--- src/rtl/reset_seq.sv ---
// ---------------------------------------------------------------------------
// reset_seq -- parametrised reset sequencer for the PicoSoC top level.
//
// Takes the board's asynchronous active-low reset and releases NUM_OUT
// active-low reset domains one after another: bit 0 (CPU/SoC) first, then
// the peripheral domains, STAGE_GAP cycles apart. The sequence is
// re-entered on a software request and, when RESET_SEQ_LOCK_EN is defined,
// on PLL lock loss. The cause of the last reset is held for firmware.
//
// Optional feature macro: RESET_SEQ_LOCK_EN
//   defined   : pll_locked is synchronised, the FSM waits for lock before
//               HOLD, and lock loss forces a reset with cause 01.
//   undefined : pll_locked is ignored (port kept for compatibility).
//
// Ports:
//   clk         in   system clock
//   resetn      in   asynchronous active-low reset
//   pll_locked  in   PLL lock, asynchronous to clk
//   sw_rst_req  in   single-cycle software reset request
//   rst_out_n   out  [NUM_OUT-1:0] active-low domain resets, bit 0 first
//   busy        out  high while any rst_out_n bit is low
//   rst_cause   out  [1:0] 00 power-on, 01 lock loss, 10 software
// ---------------------------------------------------------------------------
module reset_seq #(
    parameter int HOLD_CYCLES = 8,
    parameter int NUM_OUT     = 3,
    parameter int STAGE_GAP   = 16,
    parameter int SYNC_STAGES = 2
) (
    input  logic               clk,
    input  logic               resetn,
    input  logic               pll_locked,
    input  logic               sw_rst_req,
    output logic [NUM_OUT-1:0] rst_out_n,
    output logic               busy,
    output logic [1:0]         rst_cause
);

    localparam int MAX_CNT = (HOLD_CYCLES > STAGE_GAP) ? HOLD_CYCLES : STAGE_GAP;
    localparam int CW      = $clog2(MAX_CNT) + 1;
    localparam int IW      = (NUM_OUT > 1) ? $clog2(NUM_OUT) : 1;

    localparam logic [CW-1:0] HOLD_LAST = CW'(HOLD_CYCLES - 1);
    localparam logic [CW-1:0] GAP_LAST  = CW'(STAGE_GAP - 1);
    localparam logic [IW-1:0] IDX_LAST  = IW'(NUM_OUT - 1);

    localparam logic [1:0] CAUSE_POR  = 2'b00;
    localparam logic [1:0] CAUSE_LOCK = 2'b01;
    localparam logic [1:0] CAUSE_SW   = 2'b10;

    typedef enum logic [2:0] {
        ASSERT,
        WAIT_LOCK,
        HOLD,
        RELEASE,
        RUN
    } state_t;

    state_t state_q, state_d;

    logic [CW-1:0]      cnt_q, cnt_d;
    logic [IW-1:0]      idx_q, idx_d;
    logic [NUM_OUT-1:0] rst_q, rst_d;
    logic               busy_q, busy_d;
    logic [1:0]         cause_q, cause_d;

    // Reset-release synchroniser: assertion is asynchronous, release takes
    // SYNC_STAGES edges.
    logic [SYNC_STAGES-1:0] rsync_q;
    logic                   rst_sync;

    always_ff @(posedge clk or negedge resetn) begin
        if (!resetn) rsync_q <= '0;
        else         rsync_q <= {rsync_q[SYNC_STAGES-2:0], 1'b1};
    end

    assign rst_sync = rsync_q[SYNC_STAGES-1];

    logic lock_sync;
    logic lock_lost;

`ifdef RESET_SEQ_LOCK_EN
    localparam bit LOCK_EN = 1'b1;

    logic [SYNC_STAGES-1:0] lsync_q;

    always_ff @(posedge clk or negedge resetn) begin
        if (!resetn) lsync_q <= '0;
        else         lsync_q <= {lsync_q[SYNC_STAGES-2:0], pll_locked};
    end

    assign lock_sync = lsync_q[SYNC_STAGES-1];
`else
    localparam bit LOCK_EN = 1'b0;

    logic unused_pll_locked;
    assign unused_pll_locked = pll_locked;
    assign lock_sync         = 1'b1;
`endif

    assign lock_lost = LOCK_EN && !lock_sync;

    always_ff @(posedge clk or negedge resetn) begin
        if (!resetn) begin
            state_q <= ASSERT;
            cnt_q   <= '0;
            idx_q   <= '0;
            rst_q   <= '0;
            busy_q  <= 1'b1;
            cause_q <= CAUSE_POR;
        end else begin
            state_q <= state_d;
            cnt_q   <= cnt_d;
            idx_q   <= idx_d;
            rst_q   <= rst_d;
            busy_q  <= busy_d;
            cause_q <= cause_d;
        end
    end

    always_comb begin
        state_d = state_q;
        cnt_d   = cnt_q;
        idx_d   = idx_q;
        rst_d   = rst_q;
        cause_d = cause_q;

        if (!rst_sync) begin
            // Still inside the synchroniser window: park in ASSERT.
            state_d = ASSERT;
            cnt_d   = '0;
            idx_d   = '0;
            rst_d   = '0;
        end else begin
            unique case (state_q)
                ASSERT: begin
                    cnt_d   = '0;
                    idx_d   = '0;
                    rst_d   = '0;
                    state_d = LOCK_EN ? WAIT_LOCK : HOLD;
                end

                WAIT_LOCK: begin
                    cnt_d = '0;
                    if (lock_sync) state_d = HOLD;
                end

                HOLD: begin
                    if (lock_lost) begin
                        state_d = ASSERT;
                        cnt_d   = '0;
                        idx_d   = '0;
                        rst_d   = '0;
                        cause_d = CAUSE_LOCK;
                    end else if (cnt_q == HOLD_LAST) begin
                        rst_d[0] = 1'b1;
                        cnt_d    = '0;
                        idx_d    = IW'(1);
                        state_d  = (NUM_OUT == 1) ? RUN : RELEASE;
                    end else begin
                        cnt_d = cnt_q + CW'(1);
                    end
                end

                RELEASE: begin
                    if (lock_lost) begin
                        state_d = ASSERT;
                        cnt_d   = '0;
                        idx_d   = '0;
                        rst_d   = '0;
                        cause_d = CAUSE_LOCK;
                    end else if (cnt_q == GAP_LAST) begin
                        rst_d[idx_q] = 1'b1;
                        cnt_d        = '0;
                        if (idx_q == IDX_LAST) state_d = RUN;
                        else                   idx_d   = idx_q + IW'(1);
                    end else begin
                        cnt_d = cnt_q + CW'(1);
                    end
                end

                RUN: begin
                    // Lock loss takes priority over a coincident software request.
                    if (lock_lost || sw_rst_req) begin
                        state_d = ASSERT;
                        cnt_d   = '0;
                        idx_d   = '0;
                        rst_d   = '0;
                        cause_d = lock_lost ? CAUSE_LOCK : CAUSE_SW;
                    end
                end

                default: begin
                    state_d = ASSERT;
                    cnt_d   = '0;
                    idx_d   = '0;
                    rst_d   = '0;
                end
            endcase
        end

        busy_d = ~&rst_d;
    end

    assign rst_out_n = rst_q;
    assign busy      = busy_q;
    assign rst_cause = cause_q;

endmodule
--- config.mk ---
export PLATFORM = sky130hd
export DESIGN_NAME = reset_seq
export DESIGN_NICKNAME = d
export VERILOG_FILES = /design/src/rtl/reset_seq.sv
export SDC_FILE = /design/constraint.sdc
export NUM_CORES = 1
export LEC_CHECK = 0
export CAP_MARGIN = 20
export CORE_UTILIZATION = 40
export CTS_CLUSTER_DIAMETER = 150
export DETAILED_ROUTE_END_ITERATION = 16
export MAX_ROUTING_LAYER = met4
export SYNTH_ARGS = -nofsm -noshare
export SYNTH_HDL_FRONTEND = slang
export SYNTH_SLANG_ARGS = --single-unit
--- constraint.sdc ---
create_clock -name clk -period 2 [get_ports clk]
set_clock_uncertainty 0.15 [all_clocks]
set_input_delay 0.2 -clock clk [delete_from_list [all_inputs] [get_ports clk]]
set_output_delay 0.2 -clock clk [all_outputs]
set_load 0.03 [all_outputs]
Word-level counts from Yosys, hierarchy flattened. Cells that the tools add are included.

Add/subtract/negate cells: 2. Magnitude comparators: 2. Equal/unequal tests: 13. Multiplexer cells: 24. Bitwise gates (word level): 1. Reduce and logical (&&, ||, !) cells: 8.

Operator list (count): 2-to-1 mux 3 bit (8); one-hot mux 3 bit (4 select lines) (2); 2-to-1 mux 5 bit (4); inequality test 3 bit (second input constant) (5); one-hot mux 5 bit (3 select lines) (1); 2-to-1 mux 2 bit (5); one-hot mux 2 bit (4 select lines) (1); == test 3 x 2 -> 1 bit (second input constant) (2); AND reduction 3 bit (2); adder 5 x 1 -> 5 bit (second input constant) (1); == test 5 x 3 -> 1 bit (second input constant) (1); == test 5 x 4 -> 1 bit (second input constant) (1); AND reduction 5 bit (1); AND reduction 4 bit (1); == test 3 x 1 -> 1 bit (second input constant) (1); == test 3 bit (second input constant) (1); zero test 3 bit (1); less-than comparator 2 x 3 -> 1 bit (second input constant) (1); OR 3 bit (1); adder 2 x 1 -> 2 bit (second input constant) (1); demux 1 bit (select 2 bit) (1); == test 2 bit (second input constant) (1); greater-or-equal comparator 2 x 1 -> 1 bit (second input constant) (1); 2-to-1 mux 1 bit (2); 4 further kinds (4).

Register bits: 17.

Depth between registers and ports, before layout.
Depth in word-level cells: 10. Gate-level depth with buffers: 8. Gate-level depth less buffers: 7.

Worst setup path after synthesis. No wires, ideal clock.

Kind: register to register. From: register cnt_q[0]. To: register idx_q[0]. Library setup time: 0.125 ns. Data arrival time: 1.695 ns. Slack: 0.030 ns. Cell stages (with the launch flop): 9. Clock period less this slack: 1.970 ns. Cells stage by stage: dfrtp_1 -> ha_1 -> and3_1 -> ha_1 -> buf_2 -> nand2_1 -> o2111ai_1 -> nand2_2 -> mux2_4.

Longest elaborated chain between the ends: 3. Elaborated cells between the ends (all ways): 5. Classes of those cells: eq/ne (4); reduce/logical (1).

RTL lines: from (decl) (line 61) `logic [CW-1:0] cnt_q, cnt_d;`; from (signal assigned) (line 113) `cnt_q <= cnt_d;`; == test 5 x 4 -> 1 bit / == test 5 x 3 -> 1 bit (equally long branches) (line 172, 155); inequality test 3 bit (no line); AND reduction 5 bit (no line) *; to (signal assigned) (line 114) `idx_q <= idx_d;`; to (decl) (line 62) `logic [IW-1:0] idx_q, idx_d;`.

Mark *: on every way between the ends. The rest lies on a longest branch, timed or not. A chain may end at the register's enable or synchronous reset.

Worst setup path in the final report. Ends and elaborated chain as after synthesis.

==> impl_metrics.yaml <==
synthesis:
  ys_warn_count: 0
  synth-async-reset-ratio_pct: 100
  synth_edf_count: 0
  ys_seq_area_share_pct: 42.3
  yosysTopAreaCell: "dfrtp_1"
  yosys_register_bits: 17
  synth_nets: 106
  synth.cell_area_sq_um: 1010
  yosys-top-cells-count: "16 x dfrtp_1, 8 x nand2_1, 6 x ha_1, 6 x inv_1, 6 x nand3_1"
  synthFlopType: "dfrtp_1"
  synth_top_area_share_pct: 39.7
  netlist_instances: 96
  synth_top_cells_by_area: "dfrtp_1 40%, ha_1 7.4%, nand3_1 3.0%, nand2_1 3.0%, nand4bb_4 2.7%"
  avgSynthCellArea_sq_um: 10.5
  synth.most_common_cell: "dfrtp_1"
  ys_types: 38
drt:
  dr_total_vias: 739
  post-route-drc-count: 0
  first_iter_violations: 9
  drt-total-wl_microns: 1960
  viasPerCell: 5.28
  firstDrtPassIters: 4
  ant_nets: 0
  routedWlPerCell_microns: 14.0
global_routing:
  grt_max_degree: 15
  grt.overflow.total: 0
  grt_first_pass_wirelength_microns: 3220
  grt_use_total_pct: 17.0
  grt_pass1_vias: 722
  antenna_found_initial: 0
layout:
  regArea_sq_um: 427
  diodes: 0
  post-route-util_pct: 52.0
  nets: 123
  fin_cells: 140
  layout-drive-gt1-share_pct: 24.1
  multi_input_area_sq_um: 538
  syn_to_final_growth_pct: 18.4
  fillers: 204
clocking:
  numCtsBuffers: 3
  htree_levels: 1
  path_clk_slew_ps: 100
  cts-root-buf: "clkbuf_4"
  hold_buffers: 0
  postCtsSetupBuffers: 0
  cts_buffer_depth: 2
  clk_latency_ps: 290
  cts_resized: 0
  cts_tree: "yes"
  cts_sinks: 17
die:
  die_area_sq_um: 2730
  dieHeight_microns: 52.2
  dieWidth_microns: 52.2
  io_pins: 10
  core_area_sq_um: 2300
  rows: 17
  start_util_pct: 43.9
run:
  drv_cap: 0
power_and_ir_drop:
  power.density_nw_per_um2: 530
  total_power_w: 0.000633
  ir_drop_uv: 363
  p_leak_nw: 0.505
sta:
  setup_tns_ps: 0
  finalCritPeriodShare_pct: 94.7
  clock.fmax_mhz: 528
  drv_slew: 0
  rsz0062_at_grt: "false"
  period_needed_ps: 1890
  finalSetupViolCount: 0
  whs_ps: 58.2
  hold_violations: 0
run_status:
  status: "finished clean"
worst_setup_path:
  rrSetupSlack_ps: 110
  cp.arrival_ps: 1930
  cp-start-kind: "flop"
  rr_worst_depth: 6
  cp.required_ps: 2040
  path_class: "reg -> reg"
  cp_max_fo: 5
  crit_path_end_kind: "flop"
worst_hold_path:
  hp-class: "in -> async"
place:
  dp_hpwl_microns: 1420
  numPortBuffers: 7
  dpl.cell_count: 136
  place_congestion: 0.761
state kept, by name (all words and copies together), names as in the netlist:
signal / count
busy: 1
cnt_q: 5
idx_q: 2
rst_cause: 1
rst_out_n: 3
rsync_q: 2
state_q: 3
cell type report:
cell class / instances / area share, %
Multi-Input combinational cell: 68 / 45.1
Clock buffer: 4 / 2.20
Sequential cell: 17 / 35.7
Tap cell: 28 / 2.94
Timing Repair Buffer: 17 / 12.2
Inverter: 6 / 1.89
power by group:
group          leakage [nW]   total, W  internal (W)  switching (W)
logic                 0.264  0.0000801     0.0000351      0.0000450
clock network        0.0150   0.000189     0.0000776       0.000111
registers             0.226   0.000364      0.000353      0.0000112
kinds of logic (layout without fill, tap and decap cells):
kind of cell	count (synthesis)	count (layout)	synth area share [%]
compound gates	21	21	15.4
xor+xnor	1	1	0.869
fa+ha+maj	6	6	7.44
buf+inv	11	27	6.08
flops	17	17	42.3
mux	3	3	3.47
other cells	2	2	0.745
simple gates	35	35	23.7
cells in the final DEF, fill, tap and decap left out, types with 2 or more instances in the layout:
cell type        count
nor2b_1              3
nand2_1              8
conb_1               2
and3_1               2
a21oi_1              3
clkbuf_4             3
nor2_1               4
inv_1                6
mux2i_1              2
clkdlybuf4s50_1      7
dfrtp_1             16
o2111ai_1            2
ha_1                 5
and2_1               3
a31oi_1              4
o21ai_0              4
buf_4               10
nand3_1              6
metal layers:
layer  GRT usage (%)  part of all wire, %
met1            20.8                   48
met5               -                    0
met3            5.22                  2.6
met4            5.26                  1.3
met2            26.9                   48
worst paths after layout:
check	startpoint	end
setup reg to reg	cnt_q[0]$_DFFE_PN0P_	idx_q[0]$_DFFE_PN0P_
hold reg to reg	rsync_q[0]$_DFF_PN0_	rsync_q[1]$_DFF_PN0_
hold / removal	resetn	cnt_q[3]$_DFFE_PN0P_
min in group clk	rsync_q[0]$_DFF_PN0_	rsync_q[1]$_DFF_PN0_
setup / recovery	cnt_q[0]$_DFFE_PN0P_	idx_q[0]$_DFFE_PN0P_
max in group asynchronous	resetn	state_q[0]$_DFFE_PN0P_
per-stage QoR:
| stage | area [sq um] | setup WS, ps |
|---|---|---|
| after floorplan | 1010 | 29.8 |
| after CTS | 1180 | 15.9 |
| after global routing | 1190 | 7.37 |
| after global placement | 1150 | 45.0 |
| final | 1190 | 107 |
| after detailed placement | 1150 | 37.0 |
worst max-delay path, cell delays in order (launching register included):
cell and delay, ps:
dfrtp_1 400, ha_1 190, buf_4 140, nand4bb_4 130, a32oi_2 340, nand2_2 130, mux2_4 310
Note: power is estimated with default switching activity, not from simulation.
